$ cat src/rtl/cpu_pkg.sv
// Shared CPU types: fetch FSM states and the Branch/Jump encodings produced by the control decoder.
package cpu_pkg;

  typedef enum logic [1:0] {
    FETCH = 2'b00,
    VALID = 2'b01,
    HALT  = 2'b10
  } fetch_state_t;

  localparam logic [1:0] BR_NONE  = 2'b00;
  localparam logic [1:0] BR_BEQ   = 2'b01;
  localparam logic [1:0] BR_BNE   = 2'b10;

  localparam logic [1:0] JMP_NONE = 2'b00;
  localparam logic [1:0] JMP_JR   = 2'b01;
  localparam logic [1:0] JMP_JAL  = 2'b10;
  localparam logic [1:0] JMP_J    = 2'b11;

  // Word-aligned byte offset of a 16-bit branch immediate.
  function automatic logic [31:0] branch_offset(input logic [15:0] imm);
    return {{14{imm[15]}}, imm, 2'b00};
  endfunction

endpackage

$ cat src/rtl/fetch_unit_next_pc_calc.sv
// Combinational next-PC selection: jump outranks branch, anything unrecognised falls through to pc+4.
module next_pc_calc
  import cpu_pkg::*;
(
  input  logic [31:0] pc,
  input  logic [25:0] instr,
  input  logic [1:0]  branch,
  input  logic [1:0]  jump,
  input  logic        alu_zero,
  input  logic [29:0] rs_word,
  output logic [31:0] next_pc,
  output logic [31:0] pc4
);

  assign pc4 = pc + 32'd4;

  always_comb begin
    // NOTE: default assignment first so every path drives next_pc and no latch is inferred.
    next_pc = pc4;
    case (jump)
      JMP_JR:         next_pc = {rs_word, 2'b00};
      JMP_JAL, JMP_J: next_pc = {pc4[31:28], instr, 2'b00};
      default: begin
        case (branch)
          BR_BEQ:  if (alu_zero)  next_pc = pc4 + branch_offset(instr[15:0]);
          BR_BNE:  if (!alu_zero) next_pc = pc4 + branch_offset(instr[15:0]);
          default: next_pc = pc4;
        endcase
      end
    endcase
  end

endmodule

$ cat src/rtl/fetch_unit.sv
// Non-pipelined instruction fetch stage with IMEM req/ack handshake and syscall halt.
// Optional performance counters are built when FETCH_PERF_CNT_EN is defined.
module fetch_unit
  import cpu_pkg::*;
#(
  parameter logic [31:0] RESET_PC  = 32'h0000_0000,
  parameter logic [31:0] HALT_CODE = 32'd10
) (
  input  logic        clk,
  input  logic        rst_n,
  output logic        imem_req,
  output logic [31:0] imem_addr,
  input  logic        imem_ack,
  input  logic [31:0] imem_rdata,
  output logic [31:0] instr,
  output logic        instr_valid,
  output logic [31:0] pc_plus4,
  input  logic        stall,
  input  logic [1:0]  branch,
  input  logic [1:0]  jump,
  input  logic        syscall_src,
  input  logic        alu_zero,
  input  logic [31:0] rs_data,
  input  logic [31:0] v0_data,
  output logic        halted,
  output logic [31:0] cycle_cnt,
  output logic [31:0] instr_cnt
);

  fetch_state_t state;
  logic [31:0]  pc;
  logic [31:0]  next_pc;
  logic         halt_now;
  logic         retire;

  next_pc_calc u_next_pc_calc (
    .pc       (pc),
    .instr    (instr[25:0]),
    .branch   (branch),
    .jump     (jump),
    .alu_zero (alu_zero),
    .rs_word  (rs_data[31:2]),
    .next_pc  (next_pc),
    .pc4      (pc_plus4)
  );

  assign imem_addr = pc;
  assign halt_now  = syscall_src && (v0_data == HALT_CODE);
  assign retire    = (state == VALID) && !stall;

  // NOTE: all state uses non-blocking assignments so every flop samples pre-edge values.
  // NOTE: instr is a single register (not a memory), so it is cleared on reset like the rest.
  always_ff @(posedge clk or negedge rst_n) begin
    if (!rst_n) begin
      state       <= FETCH;
      pc          <= RESET_PC;
      instr       <= '0;
      instr_valid <= 1'b0;
      imem_req    <= 1'b1;
      halted      <= 1'b0;
    end else begin
      case (state)
        FETCH: begin
          if (imem_ack) begin
            instr       <= imem_rdata;
            instr_valid <= 1'b1;
            imem_req    <= 1'b0;
            state       <= VALID;
          end
        end
        VALID: begin
          if (!stall) begin
            instr_valid <= 1'b0;
            if (halt_now) begin
              halted <= 1'b1;
              state  <= HALT;
            end else begin
              pc       <= next_pc;
              imem_req <= 1'b1;
              state    <= FETCH;
            end
          end
        end
        HALT: ;
        default: begin
          instr_valid <= 1'b0;
          imem_req    <= 1'b1;
          state       <= FETCH;
        end
      endcase
    end
  end

`ifdef FETCH_PERF_CNT_EN
  // Both counters freeze once halted; the retiring halt syscall still counts.
  always_ff @(posedge clk or negedge rst_n) begin
    if (!rst_n) begin
      cycle_cnt <= '0;
      instr_cnt <= '0;
    end else if (state != HALT) begin
      cycle_cnt <= cycle_cnt + 32'd1;
      if (retire) instr_cnt <= instr_cnt + 32'd1;
    end
  end
`else
  assign cycle_cnt = '0;
  assign instr_cnt = '0;
`endif

endmodule

$ cat config.mk
export PLATFORM = sky130hd
export DESIGN_NAME = fetch_unit
export DESIGN_NICKNAME = d
export VERILOG_FILES = /design/src/rtl/cpu_pkg.sv /design/src/rtl/fetch_unit_next_pc_calc.sv /design/src/rtl/fetch_unit.sv
export SDC_FILE = /design/constraint.sdc
export NUM_CORES = 1
export LEC_CHECK = 0
export CAP_MARGIN = 10
export CORE_MARGIN = 8
export CORE_UTILIZATION = 44
export CTS_BUF_LIST = sky130_fd_sc_hd__clkbuf_8 sky130_fd_sc_hd__clkbuf_16
export DETAILED_ROUTE_END_ITERATION = 12
export GPL_ROUTABILITY_DRIVEN = 0
export GPL_TIMING_DRIVEN = 0
export PLACE_DENSITY_LB_ADDON = 0.15
export SKIP_LAST_GASP = 1
export SYNTH_ARGS = -nofsm -noshare
export SYNTH_HDL_FRONTEND = slang
export SYNTH_SLANG_ARGS = --single-unit
export TNS_END_PERCENT = 1
$ cat constraint.sdc
create_clock -name clk -period 4.8 [get_ports clk]
set_input_delay 0.72 -clock clk [delete_from_list [all_inputs] [get_ports clk]]
set_output_delay 0.72 -clock clk [all_outputs]
set_load 0.1 [all_outputs]
==> reports/qor.txt <==
Comb pwr share: 74.9%
PD cells: 760 nW/um^2
1st-pass router iterations: 6
CP Launch Type: flip-flop
Internal power: 0.00269 W
Post-detailed-route wirelength per cell: 20.4 microns
Clock share of power: 10.3%
Area growth syn-to-layout: 48.7%
Main synth FF type: dfrtp_1
Global-route wire length before repair: 36900 microns
Grt total ovfl: 0
Core area: 13900 sq um
Share of flip-flops with an asynchronous set or reset: 100%
Fraction of layout cells with a size suffix above 1: 18.2%
Total Die Area: 18200 sq um
Status: finished, final reports clean
Maximum vdd ir drop: 0.000499 V
Setup-failing EPs final: 0
Initial antenna violation count: 2
Longest Clk Path Bufs: 2
Final slew viol count: 0
Synth Cell Area: 6230 sq um
Slew of the pin with the lowest slew margin: 1.05 ns
Clock transition at path regs: 0.06 ns
CTS tree: done
Placed Cells: 1172
Final Skew: 0.00615 ns
Sw Share: 61.9%
H-tree depth: 3
Row cnt: 43
Post-CTS Setup Bufs: 0
Net count, final: 1149
Seq pwr share: 14.8%
Net Sw Power: 0.00436 W
Clock Latency Late Sink: 0.35 ns
Final setup TNS: 0 ns
Syn_area_per_cell: 8.56 sq um
Max-cap violation count: 0
Rel. slew slack: 29.6%
Yosys reg bits: 66
CTS Buf Count: 9
Sink Count: 66
Die Wd: 135 microns
Vias in the first global route: 6492
Fillers: 1243
Crit path max fanout: 7
Detailed-placement wirelength estimate: 19200 microns
IO buf count: 196
Largest net degree at the start of global routing: 37
Root Driver: clkbuf_16
Crit path required time: 4.08 ns
Post-synthesis sequential area ratio: 26.5%
Final worst path period need: 4.35 ns
Layout Utilization: 66.7%
Hold Path Class: primary input to asynchronous set/reset pin
Fin crit share: 90.6%
Tot GR Track Use: 26.1%
Hold_buf cts: 0
Crit. End Element: primary output
CP Class: flip-flop to primary output
Drt total wl: 24300 microns
Post-Layout Cell Count: 1190
DRC viols: 0
DR iter-0 viols: 611
Chip Height: 135 microns
CP Data Arrival Time: 3.63 ns
RSZ-0062 raised after global routing: no
Initial Util: 44.9%
Hold Vio Cnt, Final: 0
Fmax: 230 MHz
# IOs: 269
Instance count of the mapped netlist: 728
Crit. Startpoint: imem_addr[4]
Reg2reg start: imem_addr[4]
Vias after detailed routing: 6665
Number of flops mapped to enable cells by yosys: 0
Cell leakage power: 4.00 nW
Ys Warns: 0
Vias/cell: 5.60
Yosys cell types: 78
DRT antenna net count: 0
==> cell type report <==
cell class	count	area [sq um]	share of cell area (%)
inverters	20	75.1	0.811
multi-input cells	612	4360	47.0
flip-flops and latches	66	1670	18.0
well taps	180	225	2.43
clock inverters	7	86.3	0.932
repair buffers	198	1990	21.5
clock buffers	9	225	2.43
diodes	1	2.50	0.0270
plain buffers	97	633	6.84
==> cells in the mapped netlist, types with 4 or more instances <==
cell type | number | share of area (%)
o211a_1 | 4 | 0.64
a221oi_1 | 16 | 2.2
nand3_1 | 22 | 1.8
nor4_1 | 7 | 0.70
a222oi_1 | 5 | 0.80
a21o_1 | 5 | 0.60
clkbuf_1 | 23 | 1.4
dfrtp_1 | 65 | 26
inv_1 | 20 | 1.2
nand4_1 | 12 | 1.2
nand2b_1 | 7 | 0.70
a21oi_1 | 54 | 4.3
o21ai_0 | 41 | 3.3
nor2b_1 | 5 | 0.50
nor2_1 | 51 | 3.1
mux2_2 | 31 | 5.6
nand2_1 | 61 | 3.7
o21a_1 | 7 | 0.84
xor2_1 | 15 | 2.1
and3_1 | 7 | 0.70
xnor2_1 | 35 | 4.9
buf_2 | 5 | 0.40
nor3_1 | 17 | 1.4
a31oi_1 | 6 | 0.60
o211ai_1 | 7 | 0.84
buf_4 | 68 | 8.2
ha_1 | 38 | 7.6
o221ai_1 | 8 | 1.1
a211oi_1 | 5 | 0.60
and4_1 | 4 | 0.56
==> flip-flops by register name, summed over array words and instances (netlist names) <==
name / flops
instr: 32
halted: 1
imem_req: 1
imem_addr: 30
state: 2
==> power by group through the flow <==
stage / combinational [W] / sequential [W] / clock (W)
after floorplan: 0.00282 / 0.00222 / 0
after global placement: 0.00519 / 0.00104 / 0
after detailed placement: 0.00521 / 0.00104 / 0
after CTS: 0.00524 / 0.00104 / 0.000729
after global routing: 0.00552 / 0.00107 / 0.000752
final: 0.00528 / 0.00104 / 0.000723
==> what timing repair did <==
item | in CTS | in global routing
endpoints found under the hold margin | 0 | 0
resized for setup | 0 | 1
endpoints found under the setup margin | 0 | 1
==> metrics by stage <==
step / area (sq um) / hold WS, ns / setup slack, ns / power, W
floorplan: 6730 / 0.424 / 0.0519 / 0.00504
global placement: 8920 / 0.456 / 0.231 / 0.00623
detailed placement: 8930 / 0.464 / 0.368 / 0.00625
CTS: 9250 / 0.323 / 0.322 / 0.00700
global route: 9260 / 0.338 / 0.157 / 0.00735
finish: 9260 / 0.306 / 0.452 / 0.00704
==> worst max-delay path, stage by stage, from the launching register on <==
cell and delay, ns:
dfrtp_2 0.35, buf_2 0.18, nand4_2 0.17, nor3_2 0.44, and2_4 0.27, nand3_4 0.14
nor2_1 0.31, xor2_4 0.24, clkdlybuf4s50_1 1.17
==> path summary, 6_finish.rpt <==
check | end | slack [ns] | depth (start not counted)
worst max-delay path | pc_plus4[25] | 0.45 | 8
worst min-delay path | imem_addr[4] | 0.31 | 1
worst max register to register | imem_addr[30] | 0.47 | 17
worst min register to register | halted | 0.48 | 1
max in group asynchronous | imem_addr[10] | 3.92 | 2
min in group clk | halted | 0.48 | 1
==> cell usage in the layout (no fill, tap or decap), types with 4 or more instances in the layout <==
cell and n:
clkdlybuf4s50_1 195, buf_4 70, conb_1 68, nand2_1 61, a21oi_1 54, nor2_1 51
dfrtp_1 51, o21ai_0 41, ha_1 38, mux2_2 31, clkbuf_1 23, nand3_1 22
inv_1 22, xnor2_1 19, nor3_1 17, a221oi_1 16, dfrtp_2 14, nand4_1 12
xnor2_2 12, xor2_1 9, clkbuf_16 9, o221ai_1 8, and3_1 7, o211ai_1 7
nor4_1 7, o21a_1 7, nand2b_1 7, a31oi_1 6, a21o_1 5, nor2b_1 5
a222oi_1 5, a211oi_1 5, buf_2 5, xor2_2 5, o211a_1 4, and4_1 4
xnor2_4 4
==> cells by family (layout without fill, tap and decap cells) <==
kind of cell	after synthesis	count (layout)	synth area share, %
mux	35	35	6.33
xor+xnor	51	51	7.29
fa+ha+maj	39	39	7.96
compound gates	200	200	22.4
other cells	1	69	0.0602
buf+inv	117	331	11.4
flops	66	66	26.5
simple gates	219	219	18.0
==> per-layer routing <==
layer / track usage (%) / vias to the layer above / part of all wire (%) / routed length [microns]
li1: - / 3103 / - / -
met1: 31.4 / 3125 / 39 / 9490
met2: 42.2 / 390 / 47 / 11400
met3: 8.66 / 47 / 11 / 2790
met4: 9.75 / 0 / 2.6 / 644
met5: 0 / - / 0 / 0
Power figures use the tool's default switching activity.
